<file path="src/rtl/memory_stage_pkg.sv">
// Shared encodings and default widths for the memory pipeline stage.
package memory_stage_pkg;
    localparam int ADDR_W_DEF = 17;
    localparam int DATA_W_DEF = 12;
    localparam int PC_W_DEF   = 14;
    localparam int SP_W_DEF   = 8;

    localparam logic [1:0] OP_NOP     = 2'd0;
    localparam logic [1:0] OP_LOAD    = 2'd1;
    localparam logic [1:0] OP_STORE   = 2'd2;
    localparam logic [1:0] OP_CALLRET = 2'd3;

    localparam logic [1:0] SPACE_MAIN = 2'd0;
    localparam logic [1:0] SPACE_PROG = 2'd1;
    localparam logic [1:0] SPACE_FB   = 2'd2;
    localparam logic [1:0] SPACE_RSVD = 2'd3;

    localparam logic [1:0] ST_IDLE   = 2'd0;
    localparam logic [1:0] ST_ACCESS = 2'd1;
    localparam logic [1:0] ST_WAIT   = 2'd2;
endpackage

</file>
<file path="src/rtl/memory_stage_call_stack_ptr.sv">
// Call-stack occupancy counter; push/pop are ignored when full/empty.
module call_stack_ptr #(
    parameter int SP_W = 8
) (
    input  logic            clock,
    input  logic            reset,
    input  logic            push_i,
    input  logic            pop_i,
    output logic [SP_W:0]   count_o,
    output logic            full_o,
    output logic            empty_o,
    output logic [SP_W-1:0] wr_addr_o,
    output logic [SP_W-1:0] rd_addr_o
);
    logic [SP_W:0] count_q, count_d, count_m1;

    assign full_o    = count_q[SP_W];
    assign empty_o   = (count_q == '0);
    assign count_m1  = count_q - {{SP_W{1'b0}}, 1'b1};
    assign wr_addr_o = count_q[SP_W-1:0];
    assign rd_addr_o = count_m1[SP_W-1:0];
    assign count_o   = count_q;

    always_comb begin
        count_d = count_q;
        if (push_i && !full_o)
            count_d = count_q + {{SP_W{1'b0}}, 1'b1};
        else if (pop_i && !empty_o)
            count_d = count_m1;
    end

    always_ff @(posedge clock) begin
        if (reset) count_q <= '0;
        else       count_q <= count_d;
    end
endmodule

</file>
<file path="src/rtl/memory_stage.sv">
// Memory pipeline stage: one load/store/call/return at a time, registered
// request strobes held through the synchronous-read cycle.
module memory_stage
    import memory_stage_pkg::*;
#(
    parameter int ADDR_W = ADDR_W_DEF,
    parameter int DATA_W = DATA_W_DEF,
    parameter int PC_W   = PC_W_DEF,
    parameter int SP_W   = SP_W_DEF
) (
    input  logic              clock,
    input  logic              reset,
    input  logic              in_valid,
    output logic              in_ready,
    input  logic [1:0]        in_op,
    input  logic              in_ret,
    input  logic [1:0]        in_space,
    input  logic [ADDR_W-1:0] in_addr,
    input  logic [DATA_W-1:0] in_data,
    input  logic [PC_W-1:0]   in_ret_pc,
    output logic              main_mem_en,
    output logic              prog_mem_en,
    output logic              fb_en,
    output logic              call_stk_en,
    output logic              mem_wen,
    output logic [ADDR_W-1:0] addr_out,
    output logic [DATA_W-1:0] data_out,
    output logic [SP_W-1:0]   call_stk_addr_out,
    output logic [PC_W-1:0]   call_stk_data_out,
    input  logic [DATA_W-1:0] mem_rdata,
    input  logic [PC_W-1:0]   call_stk_rdata,
    output logic              wb_valid,
    output logic [DATA_W-1:0] wb_data,
    output logic              ret_valid,
    output logic [PC_W-1:0]   ret_pc,
    output logic              err,
    output logic [SP_W:0]     stk_count
);
    logic [1:0]        state_q, state_d;
    logic [1:0]        op_q, op_d;
    logic              ret_q, ret_d, fault_q, fault_d, err_q, err_d;
    logic              main_en_q, main_en_d, prog_en_q, prog_en_d;
    logic              fb_en_q, fb_en_d, stk_en_q, stk_en_d, wen_q, wen_d;
    logic [ADDR_W-1:0] addr_q, addr_d;
    logic [DATA_W-1:0] data_q, data_d, wb_data_q, wb_data_d;
    logic [SP_W-1:0]   stk_addr_q, stk_addr_d, stk_wr_addr, stk_rd_addr;
    logic [PC_W-1:0]   stk_data_q, stk_data_d, ret_pc_q, ret_pc_d;
    logic              wb_valid_q, wb_valid_d, ret_valid_q, ret_valid_d;
    logic              push, pop, stk_full, stk_empty;

    call_stack_ptr #(.SP_W(SP_W)) u_sp (
        .clock     (clock),
        .reset     (reset),
        .push_i    (push),
        .pop_i     (pop),
        .count_o   (stk_count),
        .full_o    (stk_full),
        .empty_o   (stk_empty),
        .wr_addr_o (stk_wr_addr),
        .rd_addr_o (stk_rd_addr)
    );

    always_comb begin
        state_d     = state_q;
        op_d        = op_q;
        ret_d       = ret_q;
        fault_d     = fault_q;
        err_d       = err_q;
        main_en_d   = main_en_q;
        prog_en_d   = prog_en_q;
        fb_en_d     = fb_en_q;
        stk_en_d    = stk_en_q;
        wen_d       = wen_q;
        addr_d      = addr_q;
        data_d      = data_q;
        stk_addr_d  = stk_addr_q;
        stk_data_d  = stk_data_q;
        wb_data_d   = wb_data_q;
        ret_pc_d    = ret_pc_q;
        wb_valid_d  = 1'b0;
        ret_valid_d = 1'b0;
        push        = 1'b0;
        pop         = 1'b0;
        case (state_q)
            ST_IDLE: begin
                // Strobes are set up here so they are registered outputs in ACCESS.
                if (in_valid && in_op != OP_NOP) begin
                    state_d = ST_ACCESS;
                    op_d    = in_op;
                    ret_d   = in_ret;
                    fault_d = 1'b0;
                    addr_d  = in_addr;
                    data_d  = in_data;
                    case (in_op)
                        OP_LOAD: begin
                            case (in_space)
                                SPACE_MAIN: main_en_d = 1'b1;
                                SPACE_PROG: prog_en_d = 1'b1;
                                SPACE_FB:   fb_en_d   = 1'b1;
                                default:    fault_d   = 1'b1;
                            endcase
                        end
                        OP_STORE: begin
                            case (in_space)
                                SPACE_MAIN: begin main_en_d = 1'b1; wen_d = 1'b1; end
                                SPACE_FB:   begin fb_en_d   = 1'b1; wen_d = 1'b1; end
                                default:    fault_d = 1'b1;
                            endcase
                        end
                        default: begin
                            if (!in_ret) begin
                                if (stk_full) fault_d = 1'b1;
                                else begin
                                    stk_en_d   = 1'b1;
                                    wen_d      = 1'b1;
                                    stk_addr_d = stk_wr_addr;
                                    stk_data_d = in_ret_pc;
                                end
                            end else begin
                                if (stk_empty) fault_d = 1'b1;
                                else begin
                                    stk_en_d   = 1'b1;
                                    stk_addr_d = stk_rd_addr;
                                end
                            end
                        end
                    endcase
                    err_d = err_q | fault_d;
                end
            end
            ST_ACCESS: begin
                if (op_q == OP_STORE || (op_q == OP_CALLRET && !ret_q)) begin
                    state_d   = ST_IDLE;
                    main_en_d = 1'b0;
                    prog_en_d = 1'b0;
                    fb_en_d   = 1'b0;
                    stk_en_d  = 1'b0;
                    wen_d     = 1'b0;
                    push      = (op_q == OP_CALLRET) && !fault_q;
                end else begin
                    state_d = ST_WAIT;
                    pop     = (op_q == OP_CALLRET) && !fault_q;
                end
            end
            ST_WAIT: begin
                state_d   = ST_IDLE;
                main_en_d = 1'b0;
                prog_en_d = 1'b0;
                fb_en_d   = 1'b0;
                stk_en_d  = 1'b0;
                if (op_q == OP_LOAD) begin
                    wb_valid_d = 1'b1;
                    wb_data_d  = fault_q ? '0 : mem_rdata;
                end else begin
                    ret_valid_d = 1'b1;
                    ret_pc_d    = fault_q ? '0 : call_stk_rdata;
                end
            end
            default: state_d = ST_IDLE;
        endcase
    end

    always_ff @(posedge clock) begin
        if (reset) begin
            state_q     <= ST_IDLE;
            op_q        <= OP_NOP;
            ret_q       <= 1'b0;
            fault_q     <= 1'b0;
            err_q       <= 1'b0;
            main_en_q   <= 1'b0;
            prog_en_q   <= 1'b0;
            fb_en_q     <= 1'b0;
            stk_en_q    <= 1'b0;
            wen_q       <= 1'b0;
            addr_q      <= '0;
            data_q      <= '0;
            stk_addr_q  <= '0;
            stk_data_q  <= '0;
            wb_data_q   <= '0;
            ret_pc_q    <= '0;
            wb_valid_q  <= 1'b0;
            ret_valid_q <= 1'b0;
        end else begin
            state_q     <= state_d;
            op_q        <= op_d;
            ret_q       <= ret_d;
            fault_q     <= fault_d;
            err_q       <= err_d;
            main_en_q   <= main_en_d;
            prog_en_q   <= prog_en_d;
            fb_en_q     <= fb_en_d;
            stk_en_q    <= stk_en_d;
            wen_q       <= wen_d;
            addr_q      <= addr_d;
            data_q      <= data_d;
            stk_addr_q  <= stk_addr_d;
            stk_data_q  <= stk_data_d;
            wb_data_q   <= wb_data_d;
            ret_pc_q    <= ret_pc_d;
            wb_valid_q  <= wb_valid_d;
            ret_valid_q <= ret_valid_d;
        end
    end

    assign in_ready          = (state_q == ST_IDLE);
    assign main_mem_en       = main_en_q;
    assign prog_mem_en       = prog_en_q;
    assign fb_en             = fb_en_q;
    assign call_stk_en       = stk_en_q;
    assign mem_wen           = wen_q;
    assign addr_out          = addr_q;
    assign data_out          = data_q;
    assign call_stk_addr_out = stk_addr_q;
    assign call_stk_data_out = stk_data_q;
    assign wb_valid          = wb_valid_q;
    assign wb_data           = wb_data_q;
    assign ret_valid         = ret_valid_q;
    assign ret_pc            = ret_pc_q;
    assign err               = err_q;
endmodule

</file>
<file path="config.mk">
export PLATFORM = sky130hd
export DESIGN_NAME = memory_stage
export DESIGN_NICKNAME = d
export VERILOG_FILES = /design/src/rtl/memory_stage_pkg.sv /design/src/rtl/memory_stage_call_stack_ptr.sv /design/src/rtl/memory_stage.sv
export SDC_FILE = /design/constraint.sdc
export NUM_CORES = 1
export LEC_CHECK = 0
export CAP_MARGIN = 10
export CORE_MARGIN = 4
export CORE_UTILIZATION = 47
export CTS_CLUSTER_SIZE = 40
export DETAILED_ROUTE_END_ITERATION = 7
export GPL_TIMING_DRIVEN = 0
export PLACE_DENSITY = 0.95
export SETUP_SLACK_MARGIN = 0.5
export SYNTH_ARGS = -nofsm -noshare
export SYNTH_HDL_FRONTEND = slang
export SYNTH_HIERARCHICAL = 1
export SYNTH_SLANG_ARGS = --single-unit
</file>
<file path="constraint.sdc">
create_clock -name clock -period 3.2 [get_ports clock]
set_input_delay 0.64 -clock clock [delete_from_list [all_inputs] [get_ports clock]]
set_output_delay 0.64 -clock clock [all_outputs]
set_load 0.03 [all_outputs]
</file>
## After elaboration in Yosys (flattened, before gate mapping)

Index checks and enable logic that the tools add are counted.

| storage, ports and cells | value |
|---|---|
| bits in registers | 100 |
| output and inout bits | 95 |
| logic and storage cells | 131 |

| cells by class | value |
|---|---|
| bitwise gates (word level) | 6 |
| equality and inequality tests | 25 |
| mux-type cells | 48 |
| reductions and logical operators | 31 |
| $add $sub $neg | 2 |

Operators by type and width:

| kind | number |
|---|---|
| $mux W1 | 31 |
| $reduce_and A5 Y1 | 5 |
| $mux W8 | 3 |
| $mux W9 | 2 |
| $mux W14 | 1 |
| $mux W12 | 1 |
| $ne A2 B2 Y1 const B | 6 |
| $ne A3 B3 Y1 const B | 4 |
| $pmux W1 S3 | 4 |
| $eq A2 B2 Y1 const B | 5 |
| $ne A2 B1 Y1 const B | 5 |
| $add A9 B1 Y9 const B | 1 |
| $logic_not A9 Y1 | 1 |
| $sub A9 B1 Y9 const B | 1 |
| $eq A2 B1 Y1 const B | 4 |
| $reduce_and A7 Y1 | 1 |
| $pmux W1 S2 | 3 |
| $reduce_and A2 Y1 | 3 |
| $reduce_and A6 Y1 | 1 |
| $reduce_bool A2 Y1 | 3 |
| $reduce_or A2 Y1 | 3 |
| $logic_and A1 B1 Y1 | 5 |
| $not A1 Y1 | 5 |
| $logic_not A1 Y1 | 4 |
| other kinds (8) | 10 |

## Depth between registers and ports, before layout

Gate-level depths: netlist of run 1.

| depth | value |
|---|---|
| word-level depth | 8 |
| depth in mapped cells | 9 |
| mapped depth without buffers | 8 |

## By module

Netlist of run 1, hierarchy kept.

Modules (own cells, without submodules):

| module | cells an instance | seq. area each (um^2) | times used | area an instance (um^2) |
|---|---|---|---|---|
| memory_stage | 383 | 1821.7 | 1 | 3474.6 |
| call_stack_ptr | 95 | 180.2 | 1 | 780.7 |

## Least setup slack after synthesis of run 1

No wires, ideal clock.

| path | value |
|---|---|
| kind | in2reg |
| from | input in_op[0] |
| to | register stk_data_q[10], in the netlist call_stk_data_out[10] |
| library setup time | 132 ps |
| data arrival time | 2005 ps |
| path slack | 1063 ps |
| required time | 3068 ps |
| buffers on the path | 2 |
| stages on the path | 7 |
| path through | inv_1 > ha_1 > or4_1 > clkbuf_1 > buf_2 > nand2_1 > a21oi_1 |

| between the ends | value |
|---|---|
| cells in the longest elaborated chain, start to end | 4 |
| elaborated cells between the ends (all ways) | 7 |
| classes of those cells | eq/ne (2); bitwise (1); reduce/logical (4) |

RTL lines:

| element | RTL line | source |
|---|---|---|
| from (decl) | memory_stage.sv:15 | `input logic [1:0] in_op,` |
| $eq A2 B2 Y1 or $eq A2 B1 Y1 (tied branches) | memory_stage.sv:94 | `case (in_op)` |
| $reduce_or A2 Y1 (no source line) | -- |  |
| $not A1 Y1 (no source line) | -- |  |
| $reduce_and A5 Y1 (no source line) (*) | -- |  |
| to (signal assigned) | memory_stage.sv:197 | `stk_data_q <= stk_data_d;` |
| to (decl) | memory_stage.sv:47 | `logic [PC_W-1:0] stk_data_q, stk_data_d, ret_pc_q, ret_pc_d;` |

Mark *: on every way between the ends. The rest lies on a longest branch, timed or not.
A chain may end at the register's enable or synchronous reset.

## Final worst setup path of run 1

| path | value |
|---|---|
| from | input in_op[0] |
| to | register data_q[5], in the netlist data_out[5] |

| between the ends | value |
|---|---|
| cells in the longest elaborated chain, start to end | 3 |

RTL lines:

| element | RTL line | source |
|---|---|---|
| $reduce_bool A2 Y1 | memory_stage.sv:87 | `if (in_valid && in_op != OP_NOP) begin` |
| $logic_and A1 B1 Y1 | memory_stage.sv:87 |  |
| $reduce_and A2 Y1 (no source line) | -- |  |
| to (signal assigned) | memory_stage.sv:195 | `data_q <= data_d;` |
| to (decl) | memory_stage.sv:45 | `logic [DATA_W-1:0] data_q, data_d, wb_data_q, wb_data_d;` |

Every way passes these cells.

==> results of run 1 <==
==> area by class of cell <==
class,instances,area (um^2)
Inverter,12,45.0
Multi-Input combinational cell,327,2000
Timing Repair Buffer,171,1710
Buffer,39,205
Clock inverter,7,93.8
Fill cell,672,2440
Sequential cell,100,2000
Tap cell,108,135
Clock buffer,9,124
==> how the worst min path moves through the flow <==
stage                               startpoint              endpoint  slack, ns  cells past startpoint
after floorplan                          ret_q                 ret_q       0.46                      2
after global placement               ret_pc[0]             ret_pc[0]       0.44                      2
after detailed placement           data_out[9]           data_out[9]       0.45                      2
after CTS                          data_out[9]           data_out[9]       0.46                      2
after global routing               data_out[9]           data_out[9]       0.48                      2
final                     call_stk_data_out[3]  call_stk_data_out[3]       0.46                      2
==> critical path, cell delays in order <==
cell and delay (ns):
clkdlybuf4s50_1 0.52, inv_1 0.10, ha_1 0.22, nand2b_1 0.14
clkbuf_1 0.22, nor2_1 0.48, buf_2 0.31, nand2_1 0.08
a21oi_1 0.15
==> registers in the layout, summed over array words and instances, names as in the netlist, 2 cells and up <==
| name | flops |
|---|---|
| addr_out | 17 |
| call_stk_data_out | 14 |
| ret_pc | 14 |
| data_out | 12 |
| wb_data | 12 |
| u_sp/count_o | 9 |
| call_stk_addr_out | 8 |
| op_q | 2 |
| state_q | 2 |
==> cell families after synthesis <==
family,count (synthesis)
DFF,100
and+or+nand+nor,171
adders and majority gates,12
AOI/OAI and AO/OA,124
muxes,14
buffers and inverters,51
xor gates and xnor gates,6
==> metal layers <==
layer / vias up / track usage (%) / share of wire [%]
met4: 0 / 9.46 / 2.2
met2: 169 / 40.1 / 50
met3: 24 / 5.14 / 7.2
met5: - / 0 / 0
li1: 2023 / - / -
met1: 1957 / 27.4 / 40
==> cell usage in the layout (no fill, tap or decap), drive strengths merged, types with 3 or more instances in the layout <==
| cell type | netlist | routed |
|---|---|---|
| nand3 | 3 | 3 |
| dfxtp | 100 | 100 |
| inv | 12 | 15 |
| o31ai | 5 | 5 |
| mux2i | 9 | 9 |
| nor4 | 3 | 3 |
| a22o | 25 | 25 |
| or4 | 3 | 3 |
| nand2 | 104 | 104 |
| nor3 | 7 | 7 |
| nor2 | 21 | 21 |
| a211oi | 8 | 8 |
| buf | 20 | 20 |
| ha | 12 | 12 |
| clkbuf | 19 | 28 |
| nor3b | 3 | 3 |
| xor2 | 5 | 5 |
| nor2b | 8 | 8 |
| nand2b | 4 | 4 |
| clkdlybuf4s50 | 0 | 171 |
| mux2 | 5 | 5 |
| a31oi | 3 | 3 |
| a311oi | 3 | 3 |
| a21oi | 56 | 56 |
| o21ai | 5 | 5 |
==> metrics by stage <==
step | setup slack [ns] | hold WS [ns] | cells | cell area (um^2) | total power (uW)
global placement | 0.320 | 0.442 | 757 | 6100 | 1890
detailed placement | 0.275 | 0.447 | 757 | 6100 | 1910
finish | 0.638 | 0.460 | 773 | 6320 | 2760
floorplan | 1.06 | 0.458 | 478 | 4260 | 1650
CTS | 0.680 | 0.463 | 773 | 6320 | 2770
global route | 0.506 | 0.484 | 773 | 6320 | 2860
==> report_power, final <==
group	total [uW]	internal (uW)	leakage, uW	switching [uW]
registers	1340	1300	0.000813	35.0
logic	549	249	0.00148	300
clock network	872	383	0.000107	489
total	2760	1930	0.00240	824
==> Yosys cell counts (2+ instances only) <==
library cell	instances
nand2_1	104
dfxtp_1	100
a21oi_1	56
a22o_1	25
nor2_1	21
clkbuf_1	18
ha_1	12
inv_1	12
buf_4	9
mux2i_1	9
nor2b_1	8
buf_2	7
nor3_1	7
a211oi_1	6
mux2_2	5
o21ai_0	5
o31ai_1	5
xor2_1	5
nand2b_1	4
a311oi_1	3
a31oi_1	3
nand3_1	3
nor3b_1	3
a211oi_2	2
a221oi_1	2
a22oi_1	2
a32oi_1	2
and4_1	2
and4b_1	2
buf_1	2
buf_6	2
nand4_1	2
o21a_1	2
or3_1	2
or4_1	2
or4b_1	2
==> results.md, run 1 <==
- Top Ports: 172
- Worst Tran Pin Value: 0.539 ns
- Tmin final: 2.56 ns
- Initial antenna violation count: 0
- Final GP Congestion: 0.905
- Worst Setup EP: data_out[5]
- CP startpoint kind: input pin
- Post-synth EDFFs: 0
- Syn Nets: 567
- Asr flop ratio synth: 0%
- Slew Limit Fails: 0
- Chip Width: 103 um
- Adder-cell share of the synthesized area: 3.53%
- Fin crit share: 80.1%
- Setup TNS: 0 ns
- Synth area leaders: dfxtp_1 (47%), nand2_1 (9.2%), a21oi_1 (6.6%)
- Worst EP arrival: 2.87 ns
- Die Y: 103 um
- Initial DRT Pass Iterations: 5
- Die outline area: 10600 um^2
- WL/cell: 16.1 um
- CTS buffer count: 9
- Final setup vio count: 0
- Core ar.: 8760 um^2
- Via density per instance: 5.40
- Via count: 4173
- Number of global-route vias before repair: 4154
- Compound-Gate Fraction of Synth Area: 19.7%
- Min-delay worst type: flop to flop
- Net count, final: 749
- Power Density: 436 nW/um^2
- Critical path class: input pin to flop
- Max cap viols: 0
- Status: finished clean
- DP HPWL: 9560 um
- Synthesized flop and latch total: 100
- Largest net degree at the start of global routing: 20
- Pleak: 0.00240 uW
- Post-synthesis mux area share: 3.44%
- First-pass GRT wire length: 19600 um
- Post-Syn Area per Cell: 8.90 um^2
- Slew headroom: 63.8%
- Worst-path clk slew: 0.11 ns
- Crit Path Max Fanout: 10
- Row count: 34
- Max clock buf depth: 2
- Ys flop type: dfxtp_1
- Main combinational cell family by area after synthesis: compound AO/OA/AOI/OAI gates
- Peak Freq: 390 MHz
- # hold bufs at CTS: 0
- Share of cells above drive strength 1: 7.37%
- All-layer global routing usage: 23.1%
- Worst-case reg-to-reg path depth: 9
- Clk sinks: 100
- Yosys cell types: 58
- Register area share after synthesis: 47.0%
- Post-synth top area share: 47.0%
- Yosys warns: 6
- Layout Utilization: 72.1%
- Synth Instances: 478
- Clk_lat worst skew: 0.37 ns
- # Post-CTS Setup Buffers: 0
- R2r setup slk: 0.79 ns
- Crit end category: flop
- RSZ-0062 raised after global routing: no
- Initial core utilization: 48.6%
- H-tree levels: 3
- Drt initial violations: 181
- Final Hold Vio Count: 0
- Syn-to-layout area delta: 48.5%
- # DRC: 0
- ANT cells: 0
- Critical path startpoint: in_op[0]
- Post_cts resized: 0
- GRT overflow: 0
- Worst r2r src: state_q[1]
- Number of port buffers: 171
- Post-synthesis xor/xnor area fraction: 1.23%
- Fin Clk Skew: 0.0143 ns
- CTS tree: yes
- Area leader, netlist: dfxtp_1
- Critical Path RT: 3.50 ns
- Total wire length: 12400 um
- Worst R2R End: u_sp/count_o[4]
- CTS root buffer: clkbuf_8
- Synth Area in Simple Gates: 19.2%
- Final ANT Viol Nets: 0
- Mapped Area: 4260 um^2
- IR drop worst, VDD: 0.309 mV
Note: power is estimated with default switching activity, not from simulation.
==> run 2: changes to the inputs <==
CORE_UTILIZATION = 43   (was 47)
PLACE_DENSITY = 0.9   (was 0.95)
clock period = 2.62 ns   (was 3.2 ns; I/O delays follow)
==> run 2 against run 1 <==
Effect of this change:
- total power is 22% higher
- critical endpoint is now u_sp/count_o[4]
- largest power group unchanged
- non-clock buffer count is 13 higher
- hold slack worse by 0.0025 ns
- design area is 3.5% higher
==> results.md, run 2 (synthesis gave the netlist of run 1 again) <==
- Status: finished clean (unchanged)
- Critical path startpoint: u_sp/count_o[0] (was in_op[0])
- Slew Limit Fails: 0 (unchanged)
- Design Power: 3370 uW (was 2760 uW)
- Min-delay worst type: flop to flop (unchanged)
- Clk sinks: 100 (unchanged)
- Max clock buf depth: 2 (unchanged)
- Pint: 2370 uW (was 1930 uW)
- Clk_lat worst skew: 0.37 ns (about the same)
- Switch share: 29.6% (was 29.9%)
- Via density per instance: 5.15 (was 5.40)
- Largest net degree at the start of global routing: 20 (unchanged)
- Sw Pwr: 1000 uW (was 824 uW)
- Number of global-route vias before repair: 4140 (was 4154)
- DP HPWL: 9590 um (was 9560 um)
- IR drop worst, VDD: 0.278 mV (was 0.309 mV)
- Share of cells above drive strength 1: 13.1% (was 7.37%)
- Drt initial violations: 213 (was 181)
- Flop pwr share: 48.4% (was 48.5%)
- Max cap viols: 0 (unchanged)
- Peak Freq: 480 MHz
- Worst EP arrival: 2.35 ns (was 2.87 ns)
- Worst R2R End: u_sp/count_o[4] (unchanged)
- Max reg flops: 17 (unchanged)
- Syn-to-layout area delta: 53.7% (was 48.5%)
- Fin Clk Skew: 0.0138 ns (was 0.0143 ns)
- Most frequent cells in the layout: clkdlybuf4s50_1 (164), nand2_1 (104), dfxtp_1 (96) (was clkdlybuf4s50_1 (171), nand2_1 (104), dfxtp_1 (100))
- Critical path class: flop to flop (was input pin to flop)
- Final ANT Viol Nets: 0 (unchanged)
- Pre-CTS WS: -0.286 ns (was 0.275 ns)
- Worst Setup EP: u_sp/count_o[4] (was data_out[5])
- Tmin final: 2.08 ns
- First-pass GRT wire length: 19600 um (unchanged)
- Initial DRT Pass Iterations: 4 (was 5)
- RSZ-0062 raised after global routing: yes (was no)
- Critical Path RT: 2.89 ns (was 3.50 ns)
- # hold bufs at CTS: 0 (unchanged)
- WL/cell: 15.6 um (was 16.1 um)
- Power Density: 516 nW/um^2 (was 436 nW/um^2)
- Power share of the combinational group: 20.5% (was 19.9%)
- R2r setup slk: 0.54 ns (was 0.79 ns)
- Worst r2r src: u_sp/count_o[0] (was state_q[1])
- Fin worst setup slack: 0.536 ns (was 0.638 ns)
- Worst-case reg-to-reg path depth: 6 (was 9)
- Most common cell after layout, fill and taps aside: clkdlybuf4s50_1 (unchanged)
- Fin crit share: 79.5%
- CP startpoint kind: flop (was input pin)
- Pleak: 0.00251 uW (was 0.00240 uW)
- Setup TNS: 0 ns (unchanged)
- Total wire length: 12700 um (was 12400 um)
- Final setup vio count: 0 (unchanged)
- CTS tree: yes (unchanged)
- H-tree levels: 3 (unchanged)
- Number of port buffers: 171 (unchanged)
- Slew headroom: 63.2% (was 63.8%)
- Via count: 4178 (was 4173)
- Core ar.: 9680 um^2 (was 8760 um^2)
- Crit Path Max Fanout: 8 (was 10)
- Net count, final: 762 (was 749)
- CTS root buffer: clkbuf_8 (unchanged)
- Crit end category: flop (unchanged)
- # DRC: 0 (unchanged)
- Clock power share: 31.1% (was 31.6%)
- Initial antenna violation count: 0 (unchanged)
- Die Y: 107 um (was 103 um)
- CTS buffer count: 9 (unchanged)
- Top Ports: 172 (unchanged)
- GRT overflow: 0 (unchanged)
- Die outline area: 11600 um^2 (was 10600 um^2)
- Worst Tran Pin Value: 0.552 ns (was 0.539 ns)
- Final GP Congestion: 0.914 (was 0.905)
- Row count: 36 (was 34)
- All-layer global routing usage: 21.0% (was 23.1%)
- Chip Width: 107 um (was 103 um)
- Worst-path clk slew: 0.10 ns (was 0.11 ns)
- Initial core utilization: 43.9% (was 48.6%)
- Final Hold Vio Count: 0 (unchanged)
run 2: final cells by class:
type	instances	area [um^2]
fill	750	3140
clock inverter	7	93.8
timing repair buffer	184	1800
buffer	39	220
inverter	12	45.0
multi-input combinational	327	2080
sequential	100	2010
antenna	1	2.50
clock buffer	9	124
tap	133	166
run 2: repair_timing:
item | 4_1_cts | 5_1_grt
gates resized for setup | 26 | 16
buffers inserted | 3 | 9
gates cloned | 0 | 1
endpoints found under the hold margin | 0 | 0
endpoints found under the setup margin | 69 | 48
pin swaps | 1 | 5
run 2: per-stage QoR:
stage               util (%)  hold slack (ns)  instances  area, um^2
floorplan                  -            0.458        478        4260
global placement        63.3            0.442        782        6130
detailed placement      63.3            0.448        782        6130
CTS                     66.3            0.462        801        6420
global route            67.5            0.485        811        6540
finish                  67.6            0.457        812        6540
run 2: worst min-delay path by stage:
stage / to / from / cells past startpoint
finish: data_out[11] / data_out[11] / 2
global route: addr_out[2] / addr_out[2] / 2
CTS: data_out[11] / data_out[11] / 2
detailed placement: addr_out[7] / addr_out[7] / 2
global placement: addr_out[6] / addr_out[6] / 2
floorplan: ret_q / ret_q / 2
run 2: critical path, cell delays in order (launching register included):
cell and delay (ns):
dfxtp_4 0.38, inv_1 0.11, ha_1 0.16, or4b_4 0.49, o21a_1 0.25, a31oi_1 0.24, mux2_2 0.36
run 2: per-layer routing:
metal / wire (um) / GRT usage [%] / vias to the layer above
met5: 0 / 0 / -
met4: 200 / 6.31 / 0
met3: 1080 / 6.36 / 19
met2: 6470 / 36.3 / 155
met1: 4910 / 25.0 / 1948
li1: - / - / 2056
run 2: power groups by stage:
stage / Clock (uW) / Combinational [uW] / Sequential, uW
detailed placement: 0 / 670 / 1670
global placement: 0 / 652 / 1660
global route: 1140 / 739 / 1640
floorplan: 0 / 228 / 1790
CTS: 1080 / 686 / 1630
finish: 1050 / 691 / 1630
